`src/rtl/div_unit.sv`:
```
// div_unit: multi-cycle radix-2 restoring integer divider for the execute stage.
// The requester raises start_i with operands and stalls until ready_o; the result
// is packed as {remainder, quotient} so the remainder lands in HI and the quotient in LO.
// Handshake: start_i is a level. The unit captures operands on the first edge it
// sees start_i high (annul_i low) in FREE, raises ready_o when the result is valid,
// holds the result while start_i stays high, and returns to idle on the first edge
// with start_i low. annul_i cancels anything not yet finished.
module div_unit #(
    parameter int DATA_W = 32
) (
    input  logic                  clk,
    input  logic                  rst,
    input  logic                  signed_div_i,
    input  logic [DATA_W-1:0]     opdata1_i,
    input  logic [DATA_W-1:0]     opdata2_i,
    input  logic                  start_i,
    input  logic                  annul_i,
    output logic [2*DATA_W-1:0]   result_o,
    output logic                  ready_o,
    output logic [1:0]            state_o
);

    localparam int CNT_W = $clog2(DATA_W) + 1;

    typedef enum logic [1:0] {
        ST_FREE   = 2'd0,
        ST_BYZERO = 2'd1,
        ST_ON     = 2'd2,
        ST_END    = 2'd3
    } state_t;

    state_t              state_q, state_n;
    logic [CNT_W-1:0]    cnt_q, cnt_n;
    logic [DATA_W:0]     rem_q, rem_n;      // partial remainder
    logic [DATA_W-1:0]   dvd_q, dvd_n;      // dividend bits shift out, quotient bits shift in
    logic [DATA_W-1:0]   dvs_q, dvs_n;      // divisor magnitude
    logic                sgn_q, sgn_n;      // signed divide requested
    logic                s1_q, s1_n;        // original dividend sign
    logic                s2_q, s2_n;        // original divisor sign
    logic [2*DATA_W-1:0] result_n;
    logic                ready_n;

    // Datapath helpers for one restoring iteration and the final sign fix-up.
    logic [DATA_W+1:0]   shifted;
    logic [DATA_W+1:0]   diff;
    logic [DATA_W-1:0]   quo_fix;
    logic [DATA_W-1:0]   rem_fix;

    assign state_o = state_q;

    // Next-state, iteration datapath and registered-output values.
    always_comb begin
        state_n  = state_q;
        cnt_n    = cnt_q;
        rem_n    = rem_q;
        dvd_n    = dvd_q;
        dvs_n    = dvs_q;
        sgn_n    = sgn_q;
        s1_n     = s1_q;
        s2_n     = s2_q;
        result_n = result_o;
        ready_n  = ready_o;

        shifted  = {rem_q, dvd_q[DATA_W-1]};
        diff     = shifted - {2'b00, dvs_q};
        quo_fix  = (sgn_q && (s1_q ^ s2_q)) ? -dvd_q : dvd_q;
        rem_fix  = (sgn_q && s1_q) ? -rem_q[DATA_W-1:0] : rem_q[DATA_W-1:0];

        unique case (state_q)
            ST_FREE: begin
                result_n = '0;
                ready_n  = 1'b0;
                if (start_i && !annul_i) begin
                    if (opdata2_i == '0) begin
                        state_n = ST_BYZERO;
                    end else begin
                        state_n = ST_ON;
                        cnt_n   = '0;
                        rem_n   = '0;
                        sgn_n   = signed_div_i;
                        s1_n    = opdata1_i[DATA_W-1];
                        s2_n    = opdata2_i[DATA_W-1];
                        dvd_n   = (signed_div_i && opdata1_i[DATA_W-1]) ? -opdata1_i : opdata1_i;
                        dvs_n   = (signed_div_i && opdata2_i[DATA_W-1]) ? -opdata2_i : opdata2_i;
                    end
                end
            end
            ST_BYZERO: begin
                if (annul_i) begin
                    state_n = ST_FREE;
                end else begin
                    state_n  = ST_END;
                    result_n = '0;
                    ready_n  = 1'b1;
                end
            end
            ST_ON: begin
                if (annul_i) begin
                    state_n  = ST_FREE;
                    result_n = '0;
                    ready_n  = 1'b0;
                end else if (cnt_q == CNT_W'(DATA_W)) begin
                    state_n  = ST_END;
                    result_n = {rem_fix, quo_fix};
                    ready_n  = 1'b1;
                end else begin
                    // Restoring step: keep the difference only if it did not go negative.
                    if (!diff[DATA_W+1]) begin
                        rem_n = diff[DATA_W:0];
                        dvd_n = {dvd_q[DATA_W-2:0], 1'b1};
                    end else begin
                        rem_n = shifted[DATA_W:0];
                        dvd_n = {dvd_q[DATA_W-2:0], 1'b0};
                    end
                    cnt_n = cnt_q + CNT_W'(1);
                end
            end
            ST_END: begin
                if (!start_i) begin
                    state_n  = ST_FREE;
                    result_n = '0;
                    ready_n  = 1'b0;
                end
            end
            default: begin
                state_n = ST_FREE;
            end
        endcase
    end

    // State, datapath and output registers with synchronous active-low reset.
    always_ff @(posedge clk) begin
        if (!rst) begin
            state_q  <= ST_FREE;
            cnt_q    <= '0;
            rem_q    <= '0;
            dvd_q    <= '0;
            dvs_q    <= '0;
            sgn_q    <= 1'b0;
            s1_q     <= 1'b0;
            s2_q     <= 1'b0;
            result_o <= '0;
            ready_o  <= 1'b0;
        end else begin
            state_q  <= state_n;
            cnt_q    <= cnt_n;
            rem_q    <= rem_n;
            dvd_q    <= dvd_n;
            dvs_q    <= dvs_n;
            sgn_q    <= sgn_n;
            s1_q     <= s1_n;
            s2_q     <= s2_n;
            result_o <= result_n;
            ready_o  <= ready_n;
        end
    end

endmodule

```
`config.mk`:
```
export PLATFORM = sky130hd
export DESIGN_NAME = div_unit
export DESIGN_NICKNAME = d
export VERILOG_FILES = /design/src/rtl/div_unit.sv
export SDC_FILE = /design/constraint.sdc
export NUM_CORES = 1
export LEC_CHECK = 0
export BUFFER_PORTS_ARGS = -buffer_cell sky130_fd_sc_hd__clkbuf_2
export CORE_MARGIN = 1
export CORE_UTILIZATION = 59
export CTS_CLUSTER_SIZE = 16
export DETAILED_ROUTE_END_ITERATION = 16
export HOLD_SLACK_MARGIN = 0.15
export PLACE_DENSITY_LB_ADDON = 0.15
export REMOVE_ABC_BUFFERS = 1
export SYNTH_ARGS = -nofsm -noshare
export SYNTH_HDL_FRONTEND = slang
export SYNTH_SLANG_ARGS = --single-unit
```
`constraint.sdc`:
```
create_clock -name clk -period 3.8 [get_ports clk]
set_input_delay 0.76 -clock clk [delete_from_list [all_inputs] [get_ports clk]]
set_output_delay 0.76 -clock clk [all_outputs]
set_load 0.02 [all_outputs]
```
==> impl_metrics.env <==
export IMPL_status="finished, final reports clean"
export IMPL_pin_count=136
export IMPL_synth_seq_cells=173
export IMPL_cts_made_buffers=17
export IMPL_critPathMaxStageDelay_ps=440
export IMPL_cp_start_kind="flop"
export IMPL_cp_arrival_ps=3580
export IMPL_p_sw_w=0.00258
export IMPL_area_growth_pct=13.0
export IMPL_slew_violations=0
export IMPL_clock_sinks=173
export IMPL_routed_wl_mm=28.9
export IMPL_postCtsSetupBuffers=0
export IMPL_synth_cell_type_count=74
export IMPL_grt_first_pass_wirelength_mm=46.5
export IMPL_cts_tree="built"
export IMPL_drive_above_1_share=0.135
export IMPL_via_per_inst=5.94
export IMPL_cap_violations=0
export IMPL_reg2reg_depth=10
export IMPL_instances_no_fill=1814
export IMPL_worstPathRequired_ps=4150
export IMPL_ff2ff_setup_slack_ps=560
export IMPL_pwr_share_clk=0.273
export IMPL_start_util=0.602
export IMPL_synth_main_ff_cell="dfxtp_1"
export IMPL_p_int_w=0.00394
export IMPL_reg2reg_to="rem_q[30]$_SDFFE_PN0P_"
export IMPL_rows=50
export IMPL_p_sw_frac=0.396
export IMPL_clock_skew_ps=13.0
export IMPL_dr_pass1_iters=5
export IMPL_worstHoldPathType="reg2reg"
export IMPL_hold_viol=0
export IMPL_place_gp_congestion=0.961
export IMPL_mappedNetlistArea_mm2=0.0112
export IMPL_htree_num_levels=4
export IMPL_synthTopCellsByArea="dfxtp_1, nand2_1, xnor2_1"
export IMPL_hold_slack_ps=445
export IMPL_antenna_found_initial=0
export IMPL_synth_cells=1476
export IMPL_vias=10800
export IMPL_grt_pass1_vias=9292
export IMPL_worstHoldEndpoint="result_o[31]$_SDFFE_PN0P_"
export IMPL_placedInstanceArea_mm2=0.0121
export IMPL_post_route_util=0.680
export IMPL_period_minus_slack_ps=3240
export IMPL_clock_latency_ps=430
export IMPL_rsz0062_at_grt="false"
export IMPL_grt_max_degree=115
export IMPL_final_area_mm2=0.0127
export IMPL_critPathSlowestCell="dfxtp_1"
export IMPL_relSlewSlack=0.440
export IMPL_worstMarginPinSlew_ps=840
export IMPL_cts_hold_buf=0
export IMPL_yosys_warnings=0
export IMPL_synth_top_area_frac=0.309
export IMPL_design_core_area_mm2=0.0186
export IMPL_synth_edf_count=0
export IMPL_io_buffers=135
export IMPL_ys_top_cells_by_count="nand2_1, dfxtp_1, nor2_1, a21oi_1, o21ai_0"
export IMPL_grt_overflow=0
export IMPL_path_max_fanout=12
export IMPL_cts_resized=0
export IMPL_powerDensity_mw_per_mm2=514
export IMPL_die_w_um=140
export IMPL_path_cells="ha_1 -> and2_1 -> a311oi_1 -> a21boi_1 -> o31ai_2 -> a211oi_1 -> nor3_4 -> buf_4 -> nand2_1 -> o211ai_1"
export IMPL_grt_usage=0.293
export IMPL_drtIter0Drc=866
export IMPL_ys_seq_area_frac=0.309
export IMPL_worstHoldStart="result_o[31]$_SDFFE_PN0P_"
export IMPL_cts_root_buf="clkbuf_16"
export IMPL_critPathKind="reg2reg"
export IMPL_fin_nets=1680
export IMPL_finalSetupViolCount=0
export IMPL_p_leak_nw=5.14
export IMPL_whs_path_depth=2
export IMPL_die_h_um=140
export IMPL_syn_avg_cell_area_um2=7.60
export IMPL_drc_errors=0
export IMPL_clock_path_buffers=2
export IMPL_combPwrFrac=0.397
export IMPL_period_share=0.851
export IMPL_rr_startpoint="rem_q[3]$_SDFFE_PN0P_"
export IMPL_yosysTopAreaCell="dfxtp_1"
export IMPL_clock_fmax_ghz=0.309
export IMPL_synth_most_common_cell="nand2_1"
export IMPL_die_area_mm2=0.0196
export IMPL_dp_cells=1782
export IMPL_end_kind="flop"
export IMPL_peakVddDrop_mv=0.362
export IMPL_ant_nets=0
export IMPL_num_antenna_cells=0
export IMPL_path_clk_slew_ps=70
export IMPL_post_drt_wl_per_cell_um=15.9
export IMPL_p_seq_frac=0.331
export IMPL_dpl_hpwl_mm=21.0
export IMPL_async_reset_ff_frac=0
==> per-stage QoR <==
stage                     total power [W]  setup slack, ps  TNS, ps
after global routing              0.00690              372        0
after detailed placement          0.00472              414        0
after CTS                         0.00649              587        0
after global placement            0.00465              549        0
after floorplan                   0.00400             -863   -24160
final                             0.00652              565        0
==> cell usage in the layout (no fill, tap or decap), drive strengths merged, types with 5 or more instances in the layout <==
| cell type | instances |
|---|---|
| nand2 | 191 |
| dfxtp | 173 |
| nor2 | 164 |
| clkbuf | 155 |
| a21oi | 112 |
| o21ai | 109 |
| xnor2 | 80 |
| xor2 | 72 |
| inv | 61 |
| a22oi | 53 |
| ha | 43 |
| nor3 | 31 |
| a211oi | 29 |
| mux2i | 26 |
| o31ai | 24 |
| buf | 22 |
| a21o | 21 |
| nand3 | 18 |
| a31oi | 17 |
| or3 | 15 |
| nor4 | 15 |
| and2 | 13 |
| nand4 | 12 |
| o41ai | 12 |
| nand2b | 10 |
| o211ai | 10 |
| or4 | 8 |
| clkinv | 8 |
| o311ai | 8 |
| and3 | 6 |
| o21a | 5 |
| nand3b | 5 |
==> cells by family after synthesis <==
kind of cell               count (synthesis)  share of synthesized area
and+or+nand+nor                          506                      0.205
AOI/OAI and AO/OA                        431                      0.245
DFF                                      173                      0.309
xor gates and xnor gates                 152                      0.119
buffers and inverters                    144                     0.0499
adders and majority gates                 44                     0.0497
muxes                                     26                     0.0232
==> how the worst max path moves through the flow <==
stage / slack [ps] / start / to
after floorplan: -860 / rst / rem_q[32]$_SDFFE_PN0P_
after detailed placement: 410 / opdata2_i[6] / rem_q[32]$_SDFFE_PN0P_
final: 560 / rem_q[3]$_SDFFE_PN0P_ / rem_q[30]$_SDFFE_PN0P_
after global routing: 370 / rem_q[3]$_SDFFE_PN0P_ / rem_q[21]$_SDFFE_PN0P_
after CTS: 590 / rem_q[3]$_SDFFE_PN0P_ / rem_q[30]$_SDFFE_PN0P_
after global placement: 550 / opdata2_i[6] / rem_q[32]$_SDFFE_PN0P_
==> critical path: cells and delay by family, from the launching register on <==
kind	cells	cell delay, ps
AOI/OAI and AO/OA	5	1370
and+or+nand+nor	3	700
DFF	1	440
adders and majority gates	1	340
buffers and inverters	1	280
==> per-layer routing <==
layer  up-vias  routed length (um)  GRT usage
met5         -                   0          0
met4         0                 296     0.0758
met3        25                2210     0.0407
met2       408               12300      0.445
met1      4929               14000      0.432
li1       5414                   -          -
==> state kept, by name, summed over array words and instances (netlist names), 2 cells and up <==
signal    cells
rem_q        33
result_o     64
cnt_q         6
state_o       2
dvd_q        32
dvs_q        32
==> layout make-up <==
class	instances	area, um^2
inverter	59	223
fill	1663	5970
sequential	173	3460
clock buffer	20	457
multi-input combinational	1159	7210
tap	234	293
clock inverter	12	135
timing repair buffer	157	891
==> power groups by stage <==
stage / Combinational [W] / Sequential [W] / Clock [W]
floorplan: 0.00184 / 0.00216 / 0
global placement: 0.00247 / 0.00218 / 0
detailed placement: 0.00253 / 0.00219 / 0
CTS: 0.00254 / 0.00215 / 0.00179
global route: 0.00286 / 0.00218 / 0.00186
finish: 0.00259 / 0.00215 / 0.00178
Power figures use the tool's default switching activity.
